File: src/rtl/dma_resp_queue_pkg.sv
// Shared types for the DMA completion-response queue: record width and the
// packed {ch_sel, desc_id} completion record.
package dma_resp_queue_pkg;

   localparam int DMA_RESP_CH_WIDTH  = 2;
   localparam int DMA_RESP_ID_WIDTH  = 8;
   localparam int DMA_RESP_REC_WIDTH = 10;

   typedef struct packed {
      logic [1:0] ch_sel;
      logic [7:0] desc_id;
   } dma_resp_rec_t;

endpackage

File: src/rtl/dma_resp_queue_if.sv
// Arbiter-side write handshake and APB-side show-ahead read port of the
// completion-response queue.
interface dma_resp_queue_if;
   import dma_resp_queue_pkg::*;

   logic                          i_resp_wr;
   logic [DMA_RESP_ID_WIDTH-1:0]  i_resp_desc_id;
   logic [DMA_RESP_CH_WIDTH-1:0]  i_resp_ch_sel;
   logic                          o_resp_wready;
   logic                          o_rvalid;
   logic [DMA_RESP_REC_WIDTH-1:0] o_rdata;
   logic                          i_pop;

   modport master (
      output i_resp_wr, i_resp_desc_id, i_resp_ch_sel, i_pop,
      input  o_resp_wready, o_rvalid, o_rdata
   );

   modport slave (
      input  i_resp_wr, i_resp_desc_id, i_resp_ch_sel, i_pop,
      output o_resp_wready, o_rvalid, o_rdata
   );

endinterface

File: src/rtl/dma_sync_fifo.sv
// Synchronous FIFO core: register-array storage with wrap-bit pointers.
// Callers qualify push/pop; flush returns both pointers to zero.
module dma_sync_fifo #(
   parameter int WIDTH = 10,
   parameter int DEPTH = 8
) (
   input  logic             clk,
   input  logic             rst_n,
   input  logic             push,
   input  logic             pop,
   input  logic             flush,
   input  logic [WIDTH-1:0] wdata,
   output logic [WIDTH-1:0] rdata,
   output logic             empty,
   output logic             full
);

   localparam int AW = $clog2(DEPTH);

   logic [WIDTH-1:0] mem_r [DEPTH];
   logic [AW:0]      wr_ptr_r;
   logic [AW:0]      rd_ptr_r;

   // Storage is deliberately not reset; an empty queue masks it downstream.
   always_ff @(posedge clk) begin
      if (push && !flush) begin
         mem_r[wr_ptr_r[AW-1:0]] <= wdata;
      end
   end

   // Pointer update; flush wins over push and pop.
   always_ff @(posedge clk or negedge rst_n) begin
      if (!rst_n) begin
         wr_ptr_r <= '0;
         rd_ptr_r <= '0;
      end else if (flush) begin
         wr_ptr_r <= '0;
         rd_ptr_r <= '0;
      end else begin
         if (push) begin
            wr_ptr_r <= wr_ptr_r + {{AW{1'b0}}, 1'b1};
         end
         if (pop) begin
            rd_ptr_r <= rd_ptr_r + {{AW{1'b0}}, 1'b1};
         end
      end
   end

   assign rdata = mem_r[rd_ptr_r[AW-1:0]];
   assign empty = (wr_ptr_r == rd_ptr_r);
   assign full  = (wr_ptr_r[AW-1:0] == rd_ptr_r[AW-1:0]) && (wr_ptr_r[AW] != rd_ptr_r[AW]);

endmodule

File: src/rtl/dma_resp_queue.sv
// DMA completion-response queue: FIFO wrapper adding occupancy count, flush and
// a sticky threshold interrupt (present only when DMA_RESP_IRQ_EN is defined).
module dma_resp_queue
   import dma_resp_queue_pkg::*;
#(
   parameter int DEPTH      = 8,
   parameter int IRQ_THRESH = 1
) (
   input  logic                  aclk,
   input  logic                  anreset,
   input  logic                  aenable,
   input  logic                  i_flush,
   dma_resp_queue_if.slave       resp,
   output logic [$clog2(DEPTH):0] o_count,
   output logic                  o_full,
   output logic                  o_irq,
   input  logic                  i_irq_clr
);

   localparam int CW = $clog2(DEPTH) + 1;

   logic                          flush_s;
   logic                          wready_s;
   logic                          push_s;
   logic                          pop_s;
   logic                          empty_s;
   logic                          full_s;
   dma_resp_rec_t                 wr_rec_s;
   logic [DMA_RESP_REC_WIDTH-1:0] fifo_rdata_s;
   logic [CW-1:0]                 count_r;

   // A disabled block ignores flush as well, so every piece of state freezes.
   assign flush_s  = aenable & i_flush;
   assign wready_s = anreset & aenable & ~i_flush & ~full_s;
   assign push_s   = resp.i_resp_wr & wready_s;
   assign pop_s    = resp.i_pop & ~empty_s & aenable & ~i_flush;
   assign wr_rec_s = '{ch_sel: resp.i_resp_ch_sel, desc_id: resp.i_resp_desc_id};

   dma_sync_fifo #(
      .WIDTH (DMA_RESP_REC_WIDTH),
      .DEPTH (DEPTH)
   ) u_fifo (
      .clk   (aclk),
      .rst_n (anreset),
      .push  (push_s),
      .pop   (pop_s),
      .flush (flush_s),
      .wdata (wr_rec_s),
      .rdata (fifo_rdata_s),
      .empty (empty_s),
      .full  (full_s)
   );

   // Read port and status; unreset storage is hidden while the queue is empty.
   always_comb begin
      resp.o_resp_wready = wready_s;
      resp.o_rvalid      = ~empty_s;
      o_full             = full_s;
      o_count            = count_r;
      if (!empty_s) begin
         resp.o_rdata = fifo_rdata_s;
      end else begin
         resp.o_rdata = '0;
      end
   end

   // Occupancy counter kept as its own register rather than a pointer difference.
   always_ff @(posedge aclk or negedge anreset) begin
      if (!anreset) begin
         count_r <= '0;
      end else if (flush_s) begin
         count_r <= '0;
      end else if (push_s && !pop_s) begin
         count_r <= count_r + {{(CW-1){1'b0}}, 1'b1};
      end else if (pop_s && !push_s) begin
         count_r <= count_r - {{(CW-1){1'b0}}, 1'b1};
      end else begin
         count_r <= count_r;
      end
   end

`ifdef DMA_RESP_IRQ_EN
   logic irq_r;
   logic irq_set_s;

   assign irq_set_s = push_s & ~pop_s & ((count_r + {{(CW-1){1'b0}}, 1'b1}) >= CW'(IRQ_THRESH));

   // Sticky interrupt; a coincident set beats the clear.
   always_ff @(posedge aclk or negedge anreset) begin
      if (!anreset) begin
         irq_r <= 1'b0;
      end else if (!aenable) begin
         irq_r <= irq_r;
      end else if (irq_set_s) begin
         irq_r <= 1'b1;
      end else if (i_irq_clr) begin
         irq_r <= 1'b0;
      end else begin
         irq_r <= irq_r;
      end
   end

   assign o_irq = irq_r;
`else
   wire unused_ok_s = &{1'b0, i_irq_clr, (IRQ_THRESH > 0)};

   assign o_irq = 1'b0;
`endif

endmodule
File: src/flat_wrapper.sv
// flat-port wrapper written by rule: the top's interface ports become plain ports
module dma_resp_queue_flat import dma_resp_queue_pkg::*;
#(
   parameter int DEPTH      = 8,
   parameter int IRQ_THRESH = 1
)
  (aclk, anreset, aenable, i_flush, o_count, o_full, o_irq, i_irq_clr, resp_i_resp_wr, resp_i_resp_desc_id, resp_i_resp_ch_sel, resp_i_pop, resp_o_resp_wready, resp_o_rvalid, resp_o_rdata);
  dma_resp_queue_if resp_i ();
  input  logic aclk;
  input  logic anreset;
  input  logic aenable;
  input  logic i_flush;
  output logic [$clog2(DEPTH):0] o_count;
  output logic o_full;
  output logic o_irq;
  input  logic i_irq_clr;
  input wire logic [$bits(resp_i.i_resp_wr)-1:0] resp_i_resp_wr;
  input wire logic [$bits(resp_i.i_resp_desc_id)-1:0] resp_i_resp_desc_id;
  input wire logic [$bits(resp_i.i_resp_ch_sel)-1:0] resp_i_resp_ch_sel;
  input wire logic [$bits(resp_i.i_pop)-1:0] resp_i_pop;
  output wire logic [$bits(resp_i.o_resp_wready)-1:0] resp_o_resp_wready;
  output wire logic [$bits(resp_i.o_rvalid)-1:0] resp_o_rvalid;
  output wire logic [$bits(resp_i.o_rdata)-1:0] resp_o_rdata;
  assign resp_i.i_resp_wr = resp_i_resp_wr;
  assign resp_i.i_resp_desc_id = resp_i_resp_desc_id;
  assign resp_i.i_resp_ch_sel = resp_i_resp_ch_sel;
  assign resp_i.i_pop = resp_i_pop;
  assign resp_o_resp_wready = resp_i.o_resp_wready;
  assign resp_o_rvalid = resp_i.o_rvalid;
  assign resp_o_rdata = resp_i.o_rdata;
  dma_resp_queue #(.DEPTH(DEPTH), .IRQ_THRESH(IRQ_THRESH)) u_core (.aclk(aclk), .anreset(anreset), .aenable(aenable), .i_flush(i_flush), .resp(resp_i), .o_count(o_count), .o_full(o_full), .o_irq(o_irq), .i_irq_clr(i_irq_clr));
endmodule
File: config.mk
export PLATFORM = sky130hd
export DESIGN_NAME = dma_resp_queue_flat
export DESIGN_NICKNAME = d
export VERILOG_FILES = /design/src/rtl/dma_resp_queue_pkg.sv /design/src/rtl/dma_resp_queue_if.sv /design/src/rtl/dma_sync_fifo.sv /design/src/rtl/dma_resp_queue.sv /design/src/flat_wrapper.sv
export SDC_FILE = /design/constraint.sdc
export NUM_CORES = 1
export LEC_CHECK = 0
export BUFFER_PORTS_ARGS = -buffer_cell sky130_fd_sc_hd__clkbuf_2
export CORE_MARGIN = 2
export CORE_UTILIZATION = 56
export DETAILED_ROUTE_END_ITERATION = 16
export HOLD_SLACK_MARGIN = 0.02
export PLACE_DENSITY = 0.87
export SLEW_MARGIN = 15
export SYNTH_ARGS = -nofsm -noshare
export SYNTH_HDL_FRONTEND = slang
export SYNTH_SLANG_ARGS = --single-unit
File: constraint.sdc
create_clock -name aclk -period 4.6 [get_ports aclk]
set_input_delay 0.23 -clock aclk [delete_from_list [all_inputs] [get_ports aclk]]
set_output_delay 0.23 -clock aclk [all_outputs]
set_load 0.1 [all_outputs]
======== Word-level counts from Yosys, hierarchy flattened ========
Memories as Yosys holds them, arrays and structs flattened.
Cells that the tools add are included.
storage, ports and cells
  bits in registers ....................... 12
  input bits .............................. 17
  memories kept ........................... 1
  output and inout port bits .............. 18
  memory bits (writable) .................. 80
operators by class
  bitwise operators ....................... 11
  reduce and logical (&&, ||, !) cells .... 10
  mux-type cells .......................... 10
  equal/unequal tests ..................... 3
  add/subtract/negate cells ............... 4
memory list
  name                 depth  width  rd ports  clocked after memory_dff  wr ports  RTL line             source
  u_core.u_fifo.mem_r  8      10     1         0                         1         dma_sync_fifo.sv:20  logic [WIDTH-1:0] mem_r [DEPTH];
operator list
  kind                                                                count
  4-bit two-way mux                                                   7
  4-bit by 1-bit adder with 4-bit output, second input constant       3
  10-bit two-way mux                                                  1
  1-bit AND                                                           8
  4-bit equality test                                                 1
  1-bit logical AND                                                   4
  2-bit nonzero test                                                  2
  4-bit by 1-bit subtractor with 4-bit output, second input constant  1
  3-bit equality test                                                 1
  1-bit zero test                                                     3
  1-bit NOT                                                           3
  3-bit nonzero test                                                  1
  1-bit two-way mux                                                   2
  1-bit != test                                                       1

======== Logic depth before layout (Yosys ltp) ========
Gate-level depths: netlist (run 1).
  depth after elaboration ................. 10
  mapped depth ............................ 13
  gate-level depth less buffers ........... 11

======== Cells and area by module ========
From an unflattened synthesis (run 1), not the netlist that was laid out.
unflattened totals
  cells, all modules ...................... 221
  area total of the unflattened synthesis .. 3,986.3 µm²
by module, submodules not included
  module          area each (µm²)  times used  cells each
  dma_sync_fifo   3,554.7          1           170
  dma_resp_queue  431.7            1           51

======== Worst setup path before layout (run 1) ========
OpenSTA, ideal clock, no wires.
  path kind ............................... flip-flop to flip-flop
  from .................................... reg u_core.u_fifo.wr_ptr_r[0]
  to ...................................... reg u_core.count_r[3], in the netlist u_core.o_count[3]
  path buffers ............................ 2
  stages on the path, launching flop included .. 14
  path slack .............................. 911 ps
  clock period less this slack ............ 3,689 ps
  data arrival time ....................... 3,609 ps
  library setup time ...................... 80 ps
  cell sequence ........................... dfrtp_1 buf_2 xor2_1 nor4_4 or2_1 buf_4 inv_2 ha_1 inv_1 ha_1 a21o_1 a21oi_1 mux2i_1 mux2i_1
RTL lines
  element                                                         RTL line                                    source
  start: declaration                                              dma_sync_fifo.sv:21                         logic [AW:0] wr_ptr_r;
  start signal: assignment                                        dma_sync_fifo.sv:41                         wr_ptr_r <= wr_ptr_r + {{AW{1'b0}}, 1'b1};
  3-bit equality test *                                           dma_sync_fifo.sv:51                         assign full = (wr_ptr_r[AW-1:0] == rd_ptr_r[AW-1:0]) && (wr_ptr_r[AW] != rd_ptr_r[AW]);
  1-bit logical AND *                                             dma_sync_fifo.sv:51
  via o_full                                                      flat_wrapper.sv:14                          output logic o_full;
  1-bit NOT *                                                     dma_resp_queue.sv:34                        assign wready_s = anreset & aenable & ~i_flush & ~full_s;
  1-bit AND *                                                     dma_resp_queue.sv:34
  1-bit AND *                                                     dma_resp_queue.sv:35                        assign push_s = resp.i_resp_wr & wready_s;
  1-bit logical AND / 1-bit zero test (equally long branches)     dma_resp_queue.sv:73, dma_resp_queue.sv:75
  4-bit two-way mux / 1-bit logical AND (equally long branches)   dma_resp_queue.sv:73, dma_resp_queue.sv:75
  4-bit two-way mux / 3-bit nonzero test (equally long branches)  -
  end signal: assignment                                          dma_resp_queue.sv:74                        count_r <= count_r + {{(CW-1){1'b0}}, 1'b1};
  end signal: assignment                                          dma_resp_queue.sv:76                        count_r <= count_r - {{(CW-1){1'b0}}, 1'b1};
  end signal: assignment                                          dma_resp_queue.sv:78                        count_r <= count_r;
  end: declaration                                                dma_resp_queue.sv:30                        logic [CW-1:0] count_r;
Mark *: on every way through the listed nets, which the timed path passes. The rest lies on a longest branch.
A chain may end at the register's enable or synchronous reset.

======== Worst setup path in the final report (run 1) ========
  from .................................... reg u_core.u_fifo.wr_ptr_r[0]
  to ...................................... reg u_core.count_r[3], in the netlist u_core.o_count[3]
between the ends
  longest elaborated chain between the ends .. 9
RTL lines
  element                 RTL line              source
  4-bit equality test     dma_sync_fifo.sv:50   assign empty = (wr_ptr_r == rd_ptr_r);
  1-bit NOT               dma_resp_queue.sv:36  assign pop_s = resp.i_pop & ~empty_s & aenable & ~i_flush;
  1-bit AND (3 in a row)  dma_resp_queue.sv:36
  1-bit zero test         dma_resp_queue.sv:73  end else if (push_s && !pop_s) begin
  1-bit logical AND       dma_resp_queue.sv:73
  4-bit two-way mux       dma_resp_queue.sv:73
  4-bit two-way mux       dma_resp_queue.sv:71  end else if (flush_s) begin
Parallel ways exist; a longest one is shown, timed or not.

==> results of run 1 <==
-- timing repair --
item | CTS | global route
setup endpoints to repair | 0 | 0
hold buffers | 1 | 0
endpoints found under the hold margin | 12 | 0
-- power groups by stage --
| stage | clock (mW) | sequential, mW | combinational [mW] |
|---|---|---|---|
| after CTS | 0.503 | 0.940 | 0.558 |
| final | 0.494 | 0.940 | 0.551 |
| after global placement | 0 | 0.957 | 0.547 |
| after detailed placement | 0 | 0.958 | 0.554 |
| after floorplan | 0 | 1.03 | 0.394 |
| after global routing | 0.539 | 0.942 | 0.583 |
-- per-stage QoR --
step	hold WS, ps	std cells
floorplan	-65.59	224
global placement	142.5	333
detailed placement	143.4	333
CTS	88.26	350
global route	104.6	350
finish	101.3	350
-- cells in the final DEF (no fill, tap or decap), types with 2 or more instances in the layout --
master    instances
edfxtp_1         80
clkbuf_2         32
mux4_2           20
mux2i_1          16
nor2_1           16
dfrtp_1          12
nand2_1          11
buf_4            10
clkbuf_8          9
inv_1             8
a21oi_1           6
xor2_1            5
nor4_2            5
ha_1              5
o211ai_1          3
o21ai_1           3
inv_6             3
inv_2             2
nand3_1           2
and4_1            2
clkinv_2          2
-- sequential cells by signal, indices dropped and copies added (netlist names) --
register	flops
u_core.u_fifo.mem_r	80
u_core.u_fifo.rd_ptr_r	4
u_core.u_fifo.wr_ptr_r	4
u_core.o_count	4
-- area by class of cell --
class                           instances  share of cell area, %
Timing Repair Buffer                   43                  5.595
Tap cell                               80                  2.284
Multi-Input combinational cell        109                  25.49
Clock inverter                          7                  1.285
Sequential cell                        92                  61.66
Inverter                               10                 0.8564
Clock buffer                            9                  2.826
-- worst min-delay path by stage --
stage	from	endpoint	slack [ps]
floorplan	anreset	u_core.o_count[0]	-70
global placement	anreset	u_core.u_fifo.wr_ptr_r[0]	140
detailed placement	anreset	u_core.u_fifo.wr_ptr_r[0]	140
CTS	aenable	u_core.o_count[1]	90
global route	aenable	u_core.o_count[1]	100
finish	aenable	u_core.o_count[2]	100
-- kinds of logic after synthesis --
family | count (synthesis)
other cells | 1
mux | 36
xor+xnor | 6
compound gates | 15
buf+inv | 23
flops | 92
simple gates | 45
fa+ha+maj | 6
-- routing by layer --
metal  part of all wire (%)  wire length (um)
met1                     42              2736
met2                     51              3333
met3                    5.8               380
met4                    1.3                82
met5                      0                 0
==> results.cfg, run 1 <==
[global_routing]
met1_usage_pct = 25.78
grt_overflow = 0
grt_pass1_vias = 1915
met2_usage_pct = 29.06
grt_max_degree = 25
grt_usage_pct = 18.48
grt_pass1_wl_um = 10140
grt_antenna_before_repair = 0
grt.busiest_layer = met2
met3_usage_pct = 4.455

[final_layout]
drive_above_1_share_pct = 32.59
area_growth_pct = 12.31
multi_input_area_sq_um = 1117
regArea_sq_um = 2703
fillers = 457
final_nets = 288
postLayoutCellArea_sq_um = 4383
utilization_pct = 64.87
n_antenna_cell = 0

[routing]
drtIter0Drc = 232
routed_wl_um = 6533
drc_errors = 0
drt_pass1_iterations = 5
vias = 2026
vias_per_cell = 5.789
postRouteAntennaNets = 0
wire_per_inst_um = 18.67

[yosys]
ys_ff_latch = 92
async_reset_ff_share_pct = 13.04
synthSimpleGateAreaFrac_pct = 6.412
synth_xor_area_share_pct = 1.347
yosys.area_share.adder_pct = 2.116
ys.warnings.count = 0
synth_cells = 224
synth_top_family_by_area = multiplexers
yosys-top-cells-area = edfxtp_1 (62%), mux4_2 (12%), dfrtp_1 (7.7%), mux2i_1 (4.1%), ha_1 (1.6%)
syn_nets = 247
syn_avg_cell_area_sq_um = 17.42
synth-compound-area-share_pct = 2.373
yosys-mux-area-fraction_pct = 15.65
synth_most_common_cell = edfxtp_1
synth_common_cells = edfxtp_1 (80), mux4_2 (20), mux2i_1 (16), nor2_1 (16), dfrtp_1 (12)
synth_top_area_share_pct = 61.56
synth_cell_types = 37
synthFlopType = edfxtp_1
seq_area_frac_synth_pct = 69.25
yosysTopAreaCell = edfxtp_1
synth_edf_count = 80
syn_area_sq_um = 3902

[status]
status = completed

[place]
post-place-ws_ps = 1244
dpl-instance-area_sq_um = 4193
port_buffers = 32
place_congestion = 0.7798
place_hpwl_um = 3951

[setup_path]
rr_worst_depth = 11
path_class = reg -> reg
cp.required_ps = 4870
critPathMaxFanout = 11
slowest_stage = dfrtp_1
cp_cell_sequence = xor2_1, nor4_4, or2_1, inv_2, ha_1, inv_1, ha_1, a21o_1, a21oi_1, mux2i_1, mux2i_1
ff2ff_setup_slack_ps = 1220
critPathMaxStageDelay_ps = 620
crit_path_start = u_core.u_fifo.wr_ptr_r[0]
start_kind = register
crit_buf_inv = 2
crit_family = simple AND/OR/NAND/NOR gates
cp-end-kind = register
r2r-end = u_core.o_count[3]
rr_startpoint = u_core.u_fifo.wr_ptr_r[0]
crit_cells = 11
cp.arrival_ps = 3650
endpoint = u_core.o_count[3]

[pwr]
p_clk_share_pct = 24.9
sw_frac_of_total_pct = 36.36
p_seq_share_pct = 47.3
leakage_nw = 1.532
peakVddDrop_v = 0.0002494
powerDensity_nw_per_um2 = 453.0
pwr-share-comb_pct = 27.8
switchingPower_mw = 0.7220
power.internal_mw = 1.263
power.total_mw = 1.985

[sta]
finalSetupViolations = 0
period_minus_slack_ps = 3380
hold_viol_final = 0
fin_setup_tns_ps = 0
slew_headroom_pct = 59.02
fmax_mhz = 295.8
finalMaxSlewViolations = 0
clock-skew-final_ps = 8.227
rsz0062_at_grt = false
post-route-period-util_pct = 73.49
tightest_slew_ps = 614.6
postLayoutSetupSlackWorst_ps = 1220

[clock_network]
cts_buffer_depth = 2
clock-root-buffer = clkbuf_8
clk_pin_slew_worst_paths_ps = 90
numCtsBuffers = 9
htreeDepth = 3
clk_latency_ps = 350
cts_num_sinks = 92
postCtsSetupRepairBufs = 0
cts_resized = 0
cts_tree = done

[floorplan]
row_count = 30
die-area_sq_um = 7653
design.core.area_sq_um = 6756
fp.dieW_um = 87.48
die_y_um = 87.48
start_util_pct = 57.76
ios = 35

[min_path]
hold_depth = 2
hp-class = in -> reg

[flow_run]
cap_violations = 0
(Power assumes the default switching activity.)
==> inputs of run 2 (changes only) <==
--- a/config.mk
+++ b/config.mk
@@ -7,10 +7,10 @@
 export LEC_CHECK = 0
 export BUFFER_PORTS_ARGS = -buffer_cell sky130_fd_sc_hd__clkbuf_2
 export CORE_MARGIN = 2
-export CORE_UTILIZATION = 56
+export CORE_UTILIZATION = 53
 export DETAILED_ROUTE_END_ITERATION = 16
 export HOLD_SLACK_MARGIN = 0.02
-export PLACE_DENSITY = 0.87
+export PLACE_DENSITY = 0.86
 export SLEW_MARGIN = 15
 export SYNTH_ARGS = -nofsm -noshare
 export SYNTH_HDL_FRONTEND = slang
==> constraint.sdc (replaced) <==
create_clock -name aclk -period 2.8 [get_ports aclk]
set_input_delay 0.14 -clock aclk [delete_from_list [all_inputs] [get_ports aclk]]
set_output_delay 0.14 -clock aclk [all_outputs]
set_load 0.1 [all_outputs]
==> run 2 against run 1 <==
Compared with the run above: cell count increased by 7.4%; sequential power is 64% higher; die area is 5.4% higher; clock skew decreased by 0.73 ps; global-route usage up 0.96 points; critical path type unchanged; critical endpoint unchanged; largest cell class unchanged; largest power group unchanged.
==> results.cfg, run 2 (synthesized netlist as in run 1, its figures left out) <==
[status]
status = completed

[sta]
period_minus_slack_ps = 2667
hold_ws_ps = 43.42
tightest_slew_ps = 553.0
fmax_mhz = 374.9
rsz0062_at_grt = false
finalSetupViolations = 0
fin_setup_tns_ps = 0
post-route-period-util_pct = 95.26
hold_viol_final = 0
finalMaxSlewViolations = 0
slew_headroom_pct = 63.29
clock-skew-final_ps = 7.495

[setup_path]
slowest_stage = dfrtp_1
cp.required_ps = 3080
critPathMaxStageDelay_ps = 530
critPathMaxFanout = 8
cp-end-kind = register
cp.arrival_ps = 2950
start_kind = register
rr_startpoint = u_core.u_fifo.wr_ptr_r[2]
cp_cell_sequence = xor2_4, nor4b_2, nor2_2, inv_1, ha_4, inv_4, ha_4, a21o_1, a21oi_2, mux2i_1, mux2i_1
crit_path_start = u_core.u_fifo.wr_ptr_r[2]
path_class = reg -> reg

[min_path]
worstHoldStart = resp_i_resp_desc_id[1]
hp-class = in -> reg

[routing]
drt_pass1_iterations = 4
vias = 2093
wire_per_inst_um = 19.43
drtIter0Drc = 160
routed_wl_um = 7304
vias_per_cell = 5.566
drc_errors = 0
postRouteAntennaNets = 0

[clock_network]
cts_tree = done
numCtsBuffers = 9
clock-root-buffer = clkbuf_8
postCtsSetupRepairBufs = 0
clk_latency_ps = 360
cts_buffer_depth = 2
htreeDepth = 3
clk_pin_slew_worst_paths_ps = 90
cts_num_sinks = 92

[pwr]
p_clk_share_pct = 25.4
sw_frac_of_total_pct = 34.77
power.internal_mw = 2.319
powerDensity_nw_per_um2 = 750.0
peakVddDrop_v = 0.0005136
switchingPower_mw = 1.236
p_seq_share_pct = 43.4
pwr-share-comb_pct = 31.1
leakage_nw = 1.623

[final_layout]
final_common_cell = edfxtp_1
fillers = 470
largest_register_ffs = 80
area_growth_pct = 21.45
n_antenna_cell = 0
drive_above_1_share_pct = 37.18
final_nets = 295
final_cell_mix = edfxtp_1 (80), mux4_2 (20), clkbuf_2 (20)

[global_routing]
grt_overflow = 0
grt_antenna_before_repair = 0
grt_pass1_wl_um = 11620
grt_usage_pct = 19.44
grt_max_degree = 25
grt_pass1_vias = 2275

[floorplan]
die_y_um = 89.81
start_util_pct = 54.39
design.core.area_sq_um = 7176
die-area_sq_um = 8066
ios = 35
fp.dieW_um = 89.81
row_count = 31

[place]
place_congestion = 0.7436
place_hpwl_um = 4678
port_buffers = 32

[flow_run]
cap_violations = 0
==> run 2: changes by cell type in the layout (fill, tap and decap cells not counted), moves of 3 or more <==
cell           previous run  this run
dlygate4sd3_1             1         4
clkbuf_2                 32        20
buf_4                    10        14
buf_12                    0        12
==> run 2: layout make-up <==
type	instances	area (sq um)	area share, %
clock buffers	9	123.9	2.614
clock inverters	7	81.33	1.716
multi-input cells	109	1177	24.84
flip-flops and latches	92	2705	57.07
well taps	99	123.9	2.614
repair buffers	50	485.5	10.24
inverters	10	42.54	0.8976
==> run 2: final timing paths <==
kind                                        endpoint  slack (ps)  depth (start not counted)
hold / removal             u_core.u_fifo.mem_r[5][1]          40                          1
min in group asynchronous          u_core.o_count[1]         240                          3
setup reg to reg                   u_core.o_count[3]         130                         11
setup / recovery                   u_core.o_count[3]         130                         11
max in group asynchronous  u_core.u_fifo.rd_ptr_r[1]        2370                          3
hold reg to reg            u_core.u_fifo.wr_ptr_r[3]         530                          1
==> run 2: critical path: cells and delay by family (launching register included) <==
kind            cells  cell delay [ps]
simple gates        2              500
compound gates      2              290
fa+ha+maj           2              370
mux                 2              500
flops               1              530
buf+inv             2              170
xor+xnor            1              230
==> run 2: what timing repair did <==
| item | CTS | global route |
|---|---|---|
| hold buffers | 4 | 0 |
| setup endpoints to repair | 0 | 1 |
| gates resized for setup | 0 | 1 |
| endpoints found under the hold margin | 15 | 0 |
==> run 2: power by group through the flow <==
stage | logic, mW | clock network, mW | registers, mW
floorplan | 0.660 | 0 | 1.69
finish | 1.11 | 0.904 | 1.54
detailed placement | 1.10 | 0 | 1.57
global route | 1.16 | 0.966 | 1.55
CTS | 1.11 | 0.916 | 1.54
global placement | 1.08 | 0 | 1.57
==> run 2: routing by layer <==
layer | part of all wire (%) | track usage [%] | vias to the layer above
met3 | 4.5 | 3.856 | 15
met4 | 2.1 | 9.359 | 0
met5 | 0 | 0 | -
met1 | 39 | 22.37 | 1070
met2 | 54 | 34.97 | 46
li1 | - | - | 962
==> run 2: metrics by stage <==
stage	cell area [sq um]	power, mW	utilization (%)	instances	setup WS [ps]
after floorplan	3988	2.352	-	224	-645.2
after global placement	4492	2.651	62.60	356	293.1
after detailed placement	4492	2.674	62.60	356	101.8
after CTS	4737	3.570	66.02	376	65.22
after global routing	4740	3.672	66.05	376	5.270
final	4740	3.555	66.05	376	132.7
==> inputs of run 3 (changes only) <==
--- a/config.mk
+++ b/config.mk
@@ -6,8 +6,10 @@
 export NUM_CORES = 1
 export LEC_CHECK = 0
 export BUFFER_PORTS_ARGS = -buffer_cell sky130_fd_sc_hd__clkbuf_2
+export CELL_PAD_IN_SITES_DETAIL_PLACEMENT = 2
+export CELL_PAD_IN_SITES_GLOBAL_PLACEMENT = 2
 export CORE_MARGIN = 2
-export CORE_UTILIZATION = 53
+export CORE_UTILIZATION = 40
 export DETAILED_ROUTE_END_ITERATION = 16
 export HOLD_SLACK_MARGIN = 0.02
 export PLACE_DENSITY = 0.86
==> run 3 against run 2 <==
Compared with the run above: clock skew increased by 13 ps; highest routed layer unchanged; hold slack improved by 5.8 ps; power increased by 1.4%; cell count increased by 9.6%; combinational power about the same; first-iteration DRC count decreased by 26%; count of clock-buffer cells in the layout increased by 1.
==> results.cfg, run 3 (synthesized netlist as in run 1, its figures left out) <==
[final_layout]
final_nets = 297
fillers = 883
n_antenna_cell = 0
area_growth_pct = 23.02
final_common_cell = edfxtp_1
utilization_pct = 49.81
largest_register_ffs = 80
drive_above_1_share_pct = 37.99
final_cell_mix = edfxtp_1 (80), mux4_2 (20), clkbuf_2 (20)

[floorplan]
die_y_um = 102.8
ios = 35
fp.dieW_um = 102.8
design.core.area_sq_um = 9639
start_util_pct = 40.49
row_count = 36
die-area_sq_um = 10560

[sta]
rsz0062_at_grt = false
postLayoutSetupSlackWorst_ps = 196.5
slew_headroom_pct = 63.07
tightest_slew_ps = 556.3
hold_ws_ps = 49.23
post-route-period-util_pct = 92.98
hold_viol_final = 0
clock-skew-final_ps = 20.43
period_minus_slack_ps = 2604
fin_setup_tns_ps = 0
finalMaxSlewViolations = 0
fmax_mhz = 384.1
finalSetupViolations = 0

[global_routing]
grt_pass1_vias = 2476
grt_pass1_wl_um = 14980
grt_usage_pct = 20.44
grt_max_degree = 25
grt_antenna_before_repair = 0
grt_overflow = 0

[routing]
drtIter0Drc = 119
drc_errors = 0
vias_per_cell = 5.318
postRouteAntennaNets = 0
routed_wl_um = 9876
wire_per_inst_um = 23.97
vias = 2191
drt_pass1_iterations = 4

[setup_path]
rr_worst_depth = 11
ff2ff_setup_slack_ps = 200
critPathMaxStageDelay_ps = 450
cp_cell_sequence = xnor2_2, nor4b_2, nor2_2, inv_1, ha_4, inv_4, ha_4, a21o_1, a21oi_2, mux2i_1, mux2i_1
slowest_stage = dfrtp_1
critPathMaxFanout = 4
start_kind = register
cp.arrival_ps = 2900
cp-end-kind = register
cp.required_ps = 3090
path_class = reg -> reg

[clock_network]
cts_num_sinks = 92
clk_latency_ps = 380
cts_buffer_depth = 2
clock-root-buffer = clkbuf_8
htreeDepth = 3
cts_tree = done
numCtsBuffers = 9
postCtsSetupRepairBufs = 0
clk_pin_slew_worst_paths_ps = 100

[pwr]
power.total_mw = 3.603
leakage_nw = 1.628
powerDensity_nw_per_um2 = 750.4
peakVddDrop_v = 0.0004560

[place]
port_buffers = 32
place_hpwl_um = 6389
post-place-ws_ps = 114.5
place_congestion = 0.6953

[min_path]
hold_depth = 1
hp-class = in -> reg

[status]
status = completed

[flow_run]
cap_violations = 0
[run 3: cell types whose count changed in the layout (fill, tap and decap cells not counted), sizes merged]
cell,delta
buf,+2
clkbuf,+1
clkinv,-1
clkinvlp,+1
inv,-1
[run 3: repair_timing]
action,in CTS,in global routing
hold buffers,4,0
resized for setup,0,3
endpoints found under the setup margin,0,2
endpoints found under the hold margin,15,0
[run 3: path summary, 6_finish.rpt]
kind | start | endpoint
worst min-delay path | resp_i_resp_desc_id[5] | u_core.u_fifo.mem_r[3][5]
worst max-delay path | u_core.u_fifo.wr_ptr_r[3] | u_core.o_count[3]
worst min register to register | u_core.u_fifo.wr_ptr_r[3] | u_core.u_fifo.wr_ptr_r[3]
min in group asynchronous | anreset | u_core.u_fifo.wr_ptr_r[3]
worst max register to register | u_core.u_fifo.wr_ptr_r[3] | u_core.o_count[3]
max in group asynchronous | anreset | u_core.u_fifo.wr_ptr_r[1]
[run 3: stage by stage]
| step | std cells | area (sq um) |
|---|---|---|
| finish | 412 | 4801 |
| CTS | 412 | 4788 |
| detailed placement | 392 | 4549 |
| floorplan | 224 | 3988 |
| global placement | 392 | 4549 |
| global route | 412 | 4801 |
[run 3: area by class of cell]
type,instances,area (sq um),share of cell area (%)
clock inverter,6,71.32,1.486
tap,133,166.4,3.466
sequential,92,2705,56.35
clock buffer,10,127.6,2.658
inverter,10,42.54,0.8861
multi-input combinational,109,1187,24.73
timing repair buffer,52,500.5,10.42
[run 3: worst max-delay path: cells and delay by family, from the launching register on]
kind / cells / cell delay [ps]
XOR/XNOR: 1 / 300
flip-flops: 1 / 450
AND/OR/NAND/NOR: 2 / 470
multiplexers: 2 / 470
adder cells (fa/ha/maj): 2 / 370
buffers and inverters: 2 / 170
AO/OA/AOI/OAI: 2 / 300
[run 3: per-layer routing]
metal	part of all wire, %	up-vias	track usage [%]	routed length (um)
li1	-	964	-	-
met1	42	1168	25.62	4126
met2	54	41	35.04	5287
met3	2.3	18	3.864	230
met4	2.3	0	8.502	232
met5	0	-	0	0
[run 3: power breakdown]
part / total [mW] / internal, mW / leakage, nW / switching [mW]
combinational: 1.13 / 0.379 / 0.649 / 0.750
sequential: 1.55 / 1.52 / 0.880 / 0.0284
clock: 0.929 / 0.423 / 0.0988 / 0.506
total: 3.60 / 2.32 / 1.63 / 1.28
